`src/rtl/ws2812_pkg.sv`:
```
// Purpose: shared types and constants for the WS2812 pixel serialiser.
// Latency: n/a (package only).
// Backpressure: n/a. Holds the FSM state enum, timing-select constants and a width helper.
package ws2812_pkg;

    // GAP is only entered when WS2812_LATCH_GAP_EN is defined.
    typedef enum logic [1:0] {
        ST_IDLE = 2'd0,
        ST_HIGH = 2'd1,
        ST_LOW  = 2'd2,
        ST_GAP  = 2'd3
    } ws_state_e;

    // Value of the current data bit that selects the 0-bit or 1-bit timing pair.
    localparam logic SEL_T0 = 1'b0;
    localparam logic SEL_T1 = 1'b1;

    function automatic int max_w(input int a, input int b);
        return (a > b) ? a : b;
    endfunction

endpackage

```
`src/rtl/ws2812_pixel_out_if.sv`:
```
// Purpose: valid/ready pixel-word stream into the WS2812 serialiser.
// Latency: n/a (wires only).
// Backpressure: pix_ready_out from the slave; a word moves when valid & ready.
// Ports: pix_valid_in, pix_data_in[PIXEL_BITS] (master -> slave), pix_ready_out (slave -> master).
interface ws2812_pixel_out_if #(
    parameter int PIXEL_BITS = 24
);
    logic                  pix_valid_in;
    logic [PIXEL_BITS-1:0] pix_data_in;
    logic                  pix_ready_out;

    modport master (
        output pix_valid_in,
        output pix_data_in,
        input  pix_ready_out
    );

    modport slave (
        input  pix_valid_in,
        input  pix_data_in,
        output pix_ready_out
    );
endinterface

```
`src/rtl/ws2812_phase_cnt.sv`:
```
// Purpose: loadable down-counter timing one HIGH, LOW or GAP phase; a load of 0 counts as 1.
// Latency: tc_out is high in the last cycle of an N-cycle phase loaded in the previous cycle.
// Backpressure: none; reload in the tc_out cycle chains phases back-to-back.
// Ports: clk_in, rst_in (async active-high), load_in, load_val_in[W], tc_out.
module ws2812_phase_cnt #(
    parameter int W = 8
) (
    input  logic         clk_in,
    input  logic         rst_in,
    input  logic         load_in,
    input  logic [W-1:0] load_val_in,
    output logic         tc_out
);

    logic [W-1:0] cnt_q;

    // The counter holds the number of cycles left in the phase including the current one,
    // so it reads 1 in the phase's final cycle and parks at 0 when nothing is running.
    always_ff @(posedge clk_in or posedge rst_in) begin
        if (rst_in) begin
            cnt_q <= '0;
        end else if (load_in) begin
            cnt_q <= (load_val_in == '0) ? W'(1) : load_val_in;
        end else if (cnt_q != '0) begin
            cnt_q <= cnt_q - W'(1);
        end
    end

    assign tc_out = (cnt_q == W'(1));

endmodule

```
`src/rtl/ws2812_pixel_out.sv`:
```
// Purpose: serialise pixel words MSB first onto a WS2812 line with programmable per-bit timing.
// Latency: line goes high the cycle after the handshake; pix_done_out in the last LOW cycle.
// Backpressure: pix_ready_out only in IDLE or the last LOW cycle of a pixel, so words chain gap-free.
// Ports: clk_in, rst_in (async active-high), pix_if (slave), t0h/t0l/t1h/t1l_cnt_in[CNT_W],
//        gap_cnt_in[GAP_W] (only with WS2812_LATCH_GAP_EN), busy_out, pix_done_out, ws2812_data_out.
// Build option: define WS2812_LATCH_GAP_EN to hold the line low for a latch gap after each
//        unchained pixel; without it the block returns straight to IDLE.
module ws2812_pixel_out
    import ws2812_pkg::*;
#(
    parameter int PIXEL_BITS = 24,
    parameter int CNT_W      = 8,
    parameter int GAP_W      = 16
) (
    input  logic               clk_in,
    input  logic               rst_in,
    ws2812_pixel_out_if.slave  pix_if,
    input  logic [CNT_W-1:0]   t0h_cnt_in,
    input  logic [CNT_W-1:0]   t0l_cnt_in,
    input  logic [CNT_W-1:0]   t1h_cnt_in,
    input  logic [CNT_W-1:0]   t1l_cnt_in,
`ifdef WS2812_LATCH_GAP_EN
    input  logic [GAP_W-1:0]   gap_cnt_in,
`endif
    output logic               busy_out,
    output logic               pix_done_out,
    output logic               ws2812_data_out
);

`ifdef WS2812_LATCH_GAP_EN
    localparam int PC_W = max_w(CNT_W, GAP_W);
`else
    localparam int PC_W = CNT_W;
`endif
    localparam int IDX_W = $clog2(PIXEL_BITS);

    ws_state_e             state_q, state_d;
    logic [PIXEL_BITS-1:0] shift_q, shift_d;
    logic [IDX_W-1:0]      bit_idx_q, bit_idx_d;
    logic [CNT_W-1:0]      tlow_q, tlow_d;
    logic                  data_q, data_d;

    logic                  cnt_load;
    logic [PC_W-1:0]       cnt_val;
    logic                  cnt_tc;
    logic                  ready;
    logic                  done;
    logic                  start_bit;
    logic                  bit_sel;

    ws2812_phase_cnt #(.W(PC_W)) u_phase_cnt (
        .clk_in      (clk_in),
        .rst_in      (rst_in),
        .load_in     (cnt_load),
        .load_val_in (cnt_val),
        .tc_out      (cnt_tc)
    );

    always_ff @(posedge clk_in or posedge rst_in) begin
        if (rst_in) begin
            state_q   <= ST_IDLE;
            shift_q   <= '0;
            bit_idx_q <= '0;
            tlow_q    <= '0;
            data_q    <= 1'b0;
        end else begin
            state_q   <= state_d;
            shift_q   <= shift_d;
            bit_idx_q <= bit_idx_d;
            tlow_q    <= tlow_d;
            data_q    <= data_d;
        end
    end

    always_comb begin
        state_d   = state_q;
        shift_d   = shift_q;
        bit_idx_d = bit_idx_q;
        tlow_d    = tlow_q;
        data_d    = data_q;
        cnt_load  = 1'b0;
        cnt_val   = '0;
        ready     = 1'b0;
        done      = 1'b0;
        start_bit = 1'b0;
        bit_sel   = SEL_T0;

        case (state_q)
            ST_IDLE: begin
                ready  = 1'b1;
                data_d = 1'b0;
            end
            ST_HIGH: begin
                if (cnt_tc) begin
                    state_d  = ST_LOW;
                    data_d   = 1'b0;
                    cnt_load = 1'b1;
                    cnt_val  = PC_W'(tlow_q);
                end
            end
            ST_LOW: begin
                if (cnt_tc) begin
                    if (bit_idx_q != '0) begin
                        // The bit currently on the line sits at the MSB, so the next one
                        // is the bit just below it.
                        start_bit = 1'b1;
                        bit_sel   = shift_q[PIXEL_BITS-2];
                        shift_d   = shift_q << 1;
                        bit_idx_d = bit_idx_q - IDX_W'(1);
                    end else begin
                        ready = 1'b1;
                        done  = 1'b1;
`ifdef WS2812_LATCH_GAP_EN
                        state_d  = ST_GAP;
                        data_d   = 1'b0;
                        cnt_load = 1'b1;
                        cnt_val  = PC_W'(gap_cnt_in);
`else
                        state_d  = ST_IDLE;
`endif
                    end
                end
            end
`ifdef WS2812_LATCH_GAP_EN
            ST_GAP: begin
                if (cnt_tc) begin
                    state_d = ST_IDLE;
                end
            end
`endif
            default: begin
                state_d = ST_IDLE;
            end
        endcase

        // A handshake overrides the GAP/IDLE fall-back chosen above, which is what lets a
        // word offered in the last LOW cycle follow with no idle cycle.
        if (pix_if.pix_valid_in && ready) begin
            start_bit = 1'b1;
            bit_sel   = pix_if.pix_data_in[PIXEL_BITS-1];
            shift_d   = pix_if.pix_data_in;
            bit_idx_d = IDX_W'(PIXEL_BITS - 1);
        end

        // Both phase lengths are captured here so timing inputs moving mid-bit are ignored.
        if (start_bit) begin
            state_d  = ST_HIGH;
            data_d   = 1'b1;
            cnt_load = 1'b1;
            cnt_val  = (bit_sel == SEL_T1) ? PC_W'(t1h_cnt_in) : PC_W'(t0h_cnt_in);
            tlow_d   = (bit_sel == SEL_T1) ? t1l_cnt_in : t0l_cnt_in;
        end
    end

    assign pix_if.pix_ready_out = ready;
    assign pix_done_out         = done;
    assign busy_out             = (state_q != ST_IDLE);
    assign ws2812_data_out      = data_q;

endmodule
```
`src/flat_wrapper.sv`:
```
// flat-port wrapper written by rule: the top's interface ports become plain ports
module ws2812_pixel_out_flat import ws2812_pkg::*;
#(
    parameter int PIXEL_BITS = 24,
    parameter int CNT_W      = 8,
    parameter int GAP_W      = 16
)
  (clk_in, rst_in, t0h_cnt_in, t0l_cnt_in, t1h_cnt_in, t1l_cnt_in, busy_out, pix_done_out, ws2812_data_out, pix_if_pix_valid_in, pix_if_pix_data_in, pix_if_pix_ready_out);
  ws2812_pixel_out_if #(.PIXEL_BITS(PIXEL_BITS)) pix_if_i ();
  input  logic clk_in;
  input  logic rst_in;
  input  logic [CNT_W-1:0] t0h_cnt_in;
  input  logic [CNT_W-1:0] t0l_cnt_in;
  input  logic [CNT_W-1:0] t1h_cnt_in;
  input  logic [CNT_W-1:0] t1l_cnt_in;
  output logic busy_out;
  output logic pix_done_out;
  output logic ws2812_data_out;
  input wire logic [$bits(pix_if_i.pix_valid_in)-1:0] pix_if_pix_valid_in;
  input wire logic [$bits(pix_if_i.pix_data_in)-1:0] pix_if_pix_data_in;
  output wire logic [$bits(pix_if_i.pix_ready_out)-1:0] pix_if_pix_ready_out;
  assign pix_if_i.pix_valid_in = pix_if_pix_valid_in;
  assign pix_if_i.pix_data_in = pix_if_pix_data_in;
  assign pix_if_pix_ready_out = pix_if_i.pix_ready_out;
  ws2812_pixel_out #(.PIXEL_BITS(PIXEL_BITS), .CNT_W(CNT_W), .GAP_W(GAP_W)) u_core (.clk_in(clk_in), .rst_in(rst_in), .pix_if(pix_if_i), .t0h_cnt_in(t0h_cnt_in), .t0l_cnt_in(t0l_cnt_in), .t1h_cnt_in(t1h_cnt_in), .t1l_cnt_in(t1l_cnt_in), .busy_out(busy_out), .pix_done_out(pix_done_out), .ws2812_data_out(ws2812_data_out));
endmodule
```
`config.mk`:
```
export PLATFORM = sky130hd
export DESIGN_NAME = ws2812_pixel_out_flat
export DESIGN_NICKNAME = d
export VERILOG_FILES = /design/src/rtl/ws2812_pkg.sv /design/src/rtl/ws2812_pixel_out_if.sv /design/src/rtl/ws2812_phase_cnt.sv /design/src/rtl/ws2812_pixel_out.sv /design/src/flat_wrapper.sv
export SDC_FILE = /design/constraint.sdc
export NUM_CORES = 1
export LEC_CHECK = 0
export ABC_AREA = 1
export CORE_ASPECT_RATIO = 1.5
export CORE_MARGIN = 5
export CORE_UTILIZATION = 35
export DETAILED_ROUTE_END_ITERATION = 16
export GPL_ROUTABILITY_DRIVEN = 0
export GPL_TIMING_DRIVEN = 1
export PLACE_DENSITY = 0.64
export SETUP_SLACK_MARGIN = 0.15
export SLEW_MARGIN = 20
export SYNTH_ARGS = -nofsm -noshare
export SYNTH_HDL_FRONTEND = slang
export SYNTH_HIERARCHICAL = 1
export SYNTH_SLANG_ARGS = --single-unit
```
`constraint.sdc`:
```
create_clock -name clk_in -period 2.1 [get_ports clk_in]
set_input_delay 0.63 -clock clk_in [delete_from_list [all_inputs] [get_ports clk_in]]
set_output_delay 0.63 -clock clk_in [all_outputs]
set_load 0.05 [all_outputs]
```
Word level (Yosys, flattened, before mapping)
Index checks and enable logic that the tools add are counted.
{ "word_totals": {"reg_bits": 47, "out_inout_bits": 4, "in_bits": 59} }
{ "op_classes": {"mux": 39, "n_reduce_logical": 14, "eq_ne": 7, "n_addsub": 2} }
{ "op_table": {"columns": ["op", "n"], "rows": [
  ["23-bit two-way mux", 4],
  ["8-bit two-way mux", 8],
  ["5-bit two-way mux", 4],
  ["1-bit two-way mux", 16],
  ["2-bit nonzero test", 5],
  ["8-bit by 1-bit equality test with 1-bit output (second input constant)", 1],
  ["8-bit logical NOT", 1],
  ["2-bit two-way mux", 4],
  ["8-bit nonzero test", 1],
  ["8-bit by 1-bit subtractor with 8-bit output (second input constant)", 1],
  ["3-bit by 1-bit inequality test with 1-bit output (second input constant)", 2],
  ["2-bit one-hot mux with 3 select lines", 1],
  ["5-bit nonzero test", 1],
  ["5-bit by 1-bit subtractor with 5-bit output (second input constant)", 1],
  ["1-bit one-hot mux with 2 select lines", 2],
  ["4-bit AND reduction", 1],
  ["3-bit by 2-bit inequality test with 1-bit output (second input constant)", 1],
  ["3-bit AND reduction", 1],
  ["3-bit nonzero test", 1],
  ["2-bit by 1-bit equality test with 1-bit output (second input constant)", 1],
  ["2-bit equality test (second input constant)", 1],
  ["2-bit logical NOT", 1],
  ["2-bit by 1-bit inequality test with 1-bit output (second input constant)", 1],
  ["2-bit AND reduction", 1],
  ["1-bit logical AND", 1]
]} }

Longest topological paths before layout
{ "depth": {"depth_word": 11, "depth_mapped": 20, "depth_no_buf": 18} }

Cells and area by module
Netlist, hierarchy kept.
{ "modules_own_cells": {"columns": ["mod", "n_inst", "seq_area_each_um2", "cells_each", "area_each_um2"], "rows": [
  ["ws2812_pixel_out", 1, 975.9, 312, 2419.8],
  ["ws2812_phase_cnt", 1, 200.2, 85, 605.6]
]} }

Least setup slack after synthesis
OpenSTA, ideal clock, no wires.
{ "synth_timing": {"path_kind": "register to register", "start": "reg u_core.u_phase_cnt.cnt_q[1]", "end": "reg u_core.u_phase_cnt.cnt_q[0]", "stages_incl_launch_ff": 21, "setup_time_ps": 118, "arrival_time_ps": 2286, "slack_ps": -305, "n_path_buf": 3, "synth_period_minus_slack_ps": 2405, "required_time_ps": 1982, "cell_sequence": "dfrtp_1 > inv_1 > ha_1 > nand2_1 > nor2_1 > buf_6 > inv_4 > nor2_8 > nand2_4 > nand2_8 > nand2_4 > nand2_4 > inv_2 > buf_4 > nand2_1 > inv_2 > buf_6 > nor2_1 > o21ai_1 > nand3_1 > nand2_1"} }
{ "synth_between": {"word_cells_on_any_way": 22} }
{ "synth_lines": {"columns": ["item", "line", "rtl"], "rows": [
  ["start, declared", "ws2812_phase_cnt.sv:15", "logic [W-1:0] cnt_q;"],
  ["start signal, assigned", "ws2812_phase_cnt.sv:23", "cnt_q <= (load_val_in == '0) ? W'(1) : load_val_in;"],
  ["start signal, assigned", "ws2812_phase_cnt.sv:25", "cnt_q <= cnt_q - W'(1);"],
  ["8-bit by 1-bit equality test with 1-bit output *", "ws2812_phase_cnt.sv:29", "assign tc_out = (cnt_q == W'(1));"],
  ["net u_core.cnt_tc", "ws2812_pixel_out.sv:45", "logic cnt_tc;"],
  ["1-bit two-way mux *", "ws2812_pixel_out.sv:102", "if (cnt_tc) begin"],
  ["1-bit one-hot mux with 2 select lines *", "ws2812_pixel_out.sv:88", "case (state_q)"],
  ["net pix_if_pix_ready_out", "flat_wrapper.sv:21", "output wire logic [$bits(pix_if_i.pix_ready_out)-1:0] pix_if_pix_ready_out;"],
  ["1-bit logical AND *", "ws2812_pixel_out.sv:138", "if (pix_if.pix_valid_in && ready) begin"],
  ["1-bit two-way mux *", "ws2812_pixel_out.sv:138", null],
  ["1-bit two-way mux *", "ws2812_pixel_out.sv:146", "if (start_bit) begin"],
  ["net u_core.cnt_load", "ws2812_pixel_out.sv:43", "logic cnt_load;"],
  ["8-bit two-way mux or 2-bit nonzero test (tied branches)", null, null]
]} }
The timed path passes the listed nets; every way through them passes the cells marked *.
A chain may end at the register's enable or synchronous reset.

Worst setup path after layout
{ "layout_timing": {"start": "reg u_core.u_phase_cnt.cnt_q[7]", "end": "out pix_if_pix_ready_out"} }
{ "layout_between": {"elab_chain_len": 3} }
{ "layout_lines": {"columns": ["item", "line"], "rows": [
  ["8-bit by 1-bit equality test with 1-bit output", "ws2812_phase_cnt.sv:29"],
  ["net u_core.cnt_tc", "ws2812_pixel_out.sv:45"],
  ["1-bit two-way mux", "ws2812_pixel_out.sv:102"],
  ["1-bit one-hot mux with 2 select lines", "ws2812_pixel_out.sv:88"],
  ["end, declared", "flat_wrapper.sv:21"]
]} }
The timed path passes the listed nets, and every way through them passes these cells.

==> results.md <==
* Multi-input logic area at 1755 um^2
* Detail-routed via count per cell at 4.995
* FF+latch count, synth at 47
* Number of buffers created by CTS at 5
* Number of setup violations in the final report at 16
* Clock latency at the later pin of the worst-skew pair at 290 ps
* Largest clock skew in the final design at 7.225 ps
* Violations in the final reports: negative setup slack
* Unrepaired setup endpoints after global routing: yes
* Die height at 123.9 um
* Initial antenna violation count at 0
* Sum of overflow across all layers after global routing at 0
* Filler instances at 729
* Setup CP Type: reg2out
* Maximum level of the CTS H-tree at 2
* Final routed DRC violation total at 0
* Min Tclk post-route at 2324 ps
* Cell Area, Synth at 3025 um^2
* Normalized max-slew margin at 0.7672
* Wire length after detailed routing at 9967 um
* Core footprint at 8413 um^2
* P per Cell Area at 1172 nW/um^2
* Unique cell type count in the Yosys netlist at 32
* Diodes inserted at 0
* Crit start category: register
* Post-route ant nets at 0
* Static power due to leakage at 0.002428 uW
* Number of rows created at floorplan at 41
* Routed wire length per instance at 16.10 um
* Avg Inst Size Synth at 7.621 um^2
* Ys Warns at 6
* Final worst slack at -223.7 ps
* Flip-flop and latch area at 1176 um^2
* Mapped Nets at 461
* DPL Wire Length at 6308 um
* WP data arrival at 1690 ps
* Overall die area at 10,640 um^2
* Via count of the first global-routing pass at 3,109
* Most used cells in the layout excluding fill and tap cells: 69 x sky130_fd_sc_hd__inv_1, 58 x sky130_fd_sc_hd__clkdlybuf4s50_1, 47 x sky130_fd_sc_hd__nand2_1, 47 x sky130_fd_sc_hd__dfrtp_1, 33 x sky130_fd_sc_hd__buf_4
* Number of violations reported at the end of detailed-routing iteration 0 at 126
* Worst slew pin tran at 348.0 ps
* TritonCTS clock tree: built
* Clock net sink count at 47
* Max Fclk at 0.4303 GHz
* Clock Tree Buf Depth at 2
* Count of input and output buffers at 62
* Clock root buffer master: sky130_fd_sc_hd__clkbuf_16
* Share of layout cells above drive strength 1 at 0.3809
* Data required time of the critical path at 1470 ps
* Ports placed on the boundary at 63
* Initial cell density of the core at 0.3596
* Fraction of the yosys area taken by sequential cells at 0.3888
* Result of the run: finished, violations left
* CP Capture Type: output port
* Detailed-routing iteration count for the pre-antenna-repair pass at 4
* Cell count after synthesis at 397
* Critical path peak fanout at 3
* Path category of the worst min-delay check: reg2reg
* Final max-slew violation count at 0
* Count of max-cap constraint violations at 0
* Vias at 3,092
* Fraction of the cycle the final worst path needs at 1.107
* Number of failing hold endpoints at the final stage at 0
* Die width at 85.91 um
* Area delta synth->final at 63.73%
* Maximum number of pins on one net before global-route repair at 45
* Setup TNS after final layout at -1169 ps
* Total routing resource utilization after global routing at 0.1697
* Number of nets in the finished design at 575
* Most frequent standard cell in the layout excluding fill and tap cells: sky130_fd_sc_hd__inv_1
* Clock transition at the registers of the reported paths at 60 ps
* Wire length of the first global-routing pass at 14,150 um
* Post-Place Worst Slack at -200.0 ps
* Worst ir drop on vdd at 0.0006859 V
==> path summary, 6_finish.rpt <==
| check | slack [ps] | start | depth (start not counted) | end |
|---|---|---|---|---|
| hold reg to reg | 480 | u_core/tlow_q[1]$_DFFE_PP0P_ | 2 | u_core/tlow_q[1]$_DFFE_PP0P_ |
| hold / removal | 480 | u_core/tlow_q[1]$_DFFE_PP0P_ | 2 | u_core/tlow_q[1]$_DFFE_PP0P_ |
| min in group asynchronous | 720 | rst_in | 2 | u_core/u_phase_cnt/cnt_q[4]$_DFFE_PP0P_ |
| setup reg to reg | -190 | u_core/u_phase_cnt/cnt_q[7]$_DFFE_PP0P_ | 18 | u_core/u_phase_cnt/cnt_q[0]$_DFFE_PP0P_ |
| max in group asynchronous | 1070 | rst_in | 3 | u_core/tlow_q[7]$_DFFE_PP0P_ |
| setup / recovery | -220 | u_core/u_phase_cnt/cnt_q[7]$_DFFE_PP0P_ | 10 | pix_if_pix_ready_out |
==> final cells by class <==
type,count,area share
clock buffer,5,0.02526
clock inverter,3,0.008841
inverter,83,0.06643
multi-input combinational,252,0.3544
sequential,47,0.2374
tap,107,0.02703
timing repair buffer,122,0.2806
==> cells in the mapped netlist, drive strengths merged <==
cell type  count  share of area
nor3           1         0.0017
xnor2          1         0.0029
ha             5          0.021
nand3         52           0.11
nand3b         1         0.0025
nand2         82           0.14
dfrtp         47           0.39
xor2           1         0.0029
a21boi         1         0.0025
nand4          1         0.0041
a31oi          1         0.0021
clkbuf         2         0.0025
o21ai         74           0.12
o211ai         4         0.0099
buf           14          0.036
inv           83           0.10
nor2          19          0.036
a21oi          8          0.013
==> power breakdown <==
part	leakage [uW]	switching (uW)	total [uW]	internal, uW
clock network	0.0000838	357	919	562
logic	0.00179	1750	3300	1550
registers	0.000556	241	1590	1340
total	0.00243	2350	5800	3460
==> routing by layer <==
metal / GRT usage / vias up / wire length [um]
li1: - / 1484 / -
met5: 0 / - / 0
met3: 0.02846 / 31 / 439
met4: 0.07822 / 0 / 393
met2: 0.3166 / 99 / 5722
met1: 0.1842 / 1478 / 3410
==> through the flow <==
stage / hold slack, ps / total power (uW) / utilization / area [um^2] / instances
3_3_place_gp: 464.3 / 3826 / 0.4747 / 3994 / 584
4_1_cts: 490.8 / 5096 / 0.5223 / 4394 / 604
2_1_floorplan: 445.7 / 3073 / - / 3053 / 397
3_5_place_dp: 467.9 / 3890 / 0.4747 / 3994 / 584
5_1_grt: 517.5 / 6160 / 0.5888 / 4954 / 619
6_report: 483.4 / 5805 / 0.5888 / 4954 / 619
==> kinds of logic (layout without fill, tap and decap cells) <==
group / Yosys count / count (layout) / synth area share
simple gates: 156 / 157 / 0.2911
flops: 47 / 47 / 0.3888
fa+ha+maj: 5 / 5 / 0.02068
xor+xnor: 2 / 2 / 0.005791
compound gates: 88 / 88 / 0.1501
buf+inv: 99 / 213 / 0.1435
==> worst max-delay path: stages (launching register included) <==
cell and delay [ps]:
sky130_fd_sc_hd__dfrtp_1 400, sky130_fd_sc_hd__nor2_2 170, sky130_fd_sc_hd__nand2_2 80, sky130_fd_sc_hd__nor2_2 130, sky130_fd_sc_hd__buf_6 130, sky130_fd_sc_hd__inv_6 40, sky130_fd_sc_hd__nor2_8 90, sky130_fd_sc_hd__nand2_4 80
sky130_fd_sc_hd__nand2_8 60, sky130_fd_sc_hd__buf_6 100, sky130_fd_sc_hd__buf_12 120
==> state kept, by name, indices dropped and copies added, names as in the netlist <==
name,cells
u_core/ws2812_data_out,1
u_core/bit_idx_q,5
u_core/shift_q,23
u_core/u_phase_cnt/cnt_q,8
u_core/state_q,2
u_core/tlow_q,8
==> timing repair <==
item / in CTS / in global routing
pin swaps: 5 / 35
hold buffers: 0 / 0
gates cloned: 4 / 8
setup buffers: 8 / 7
endpoints found under the setup margin: 43 / 49
resized for setup: 24 / 114
Note: power is estimated with default switching activity, not from simulation.
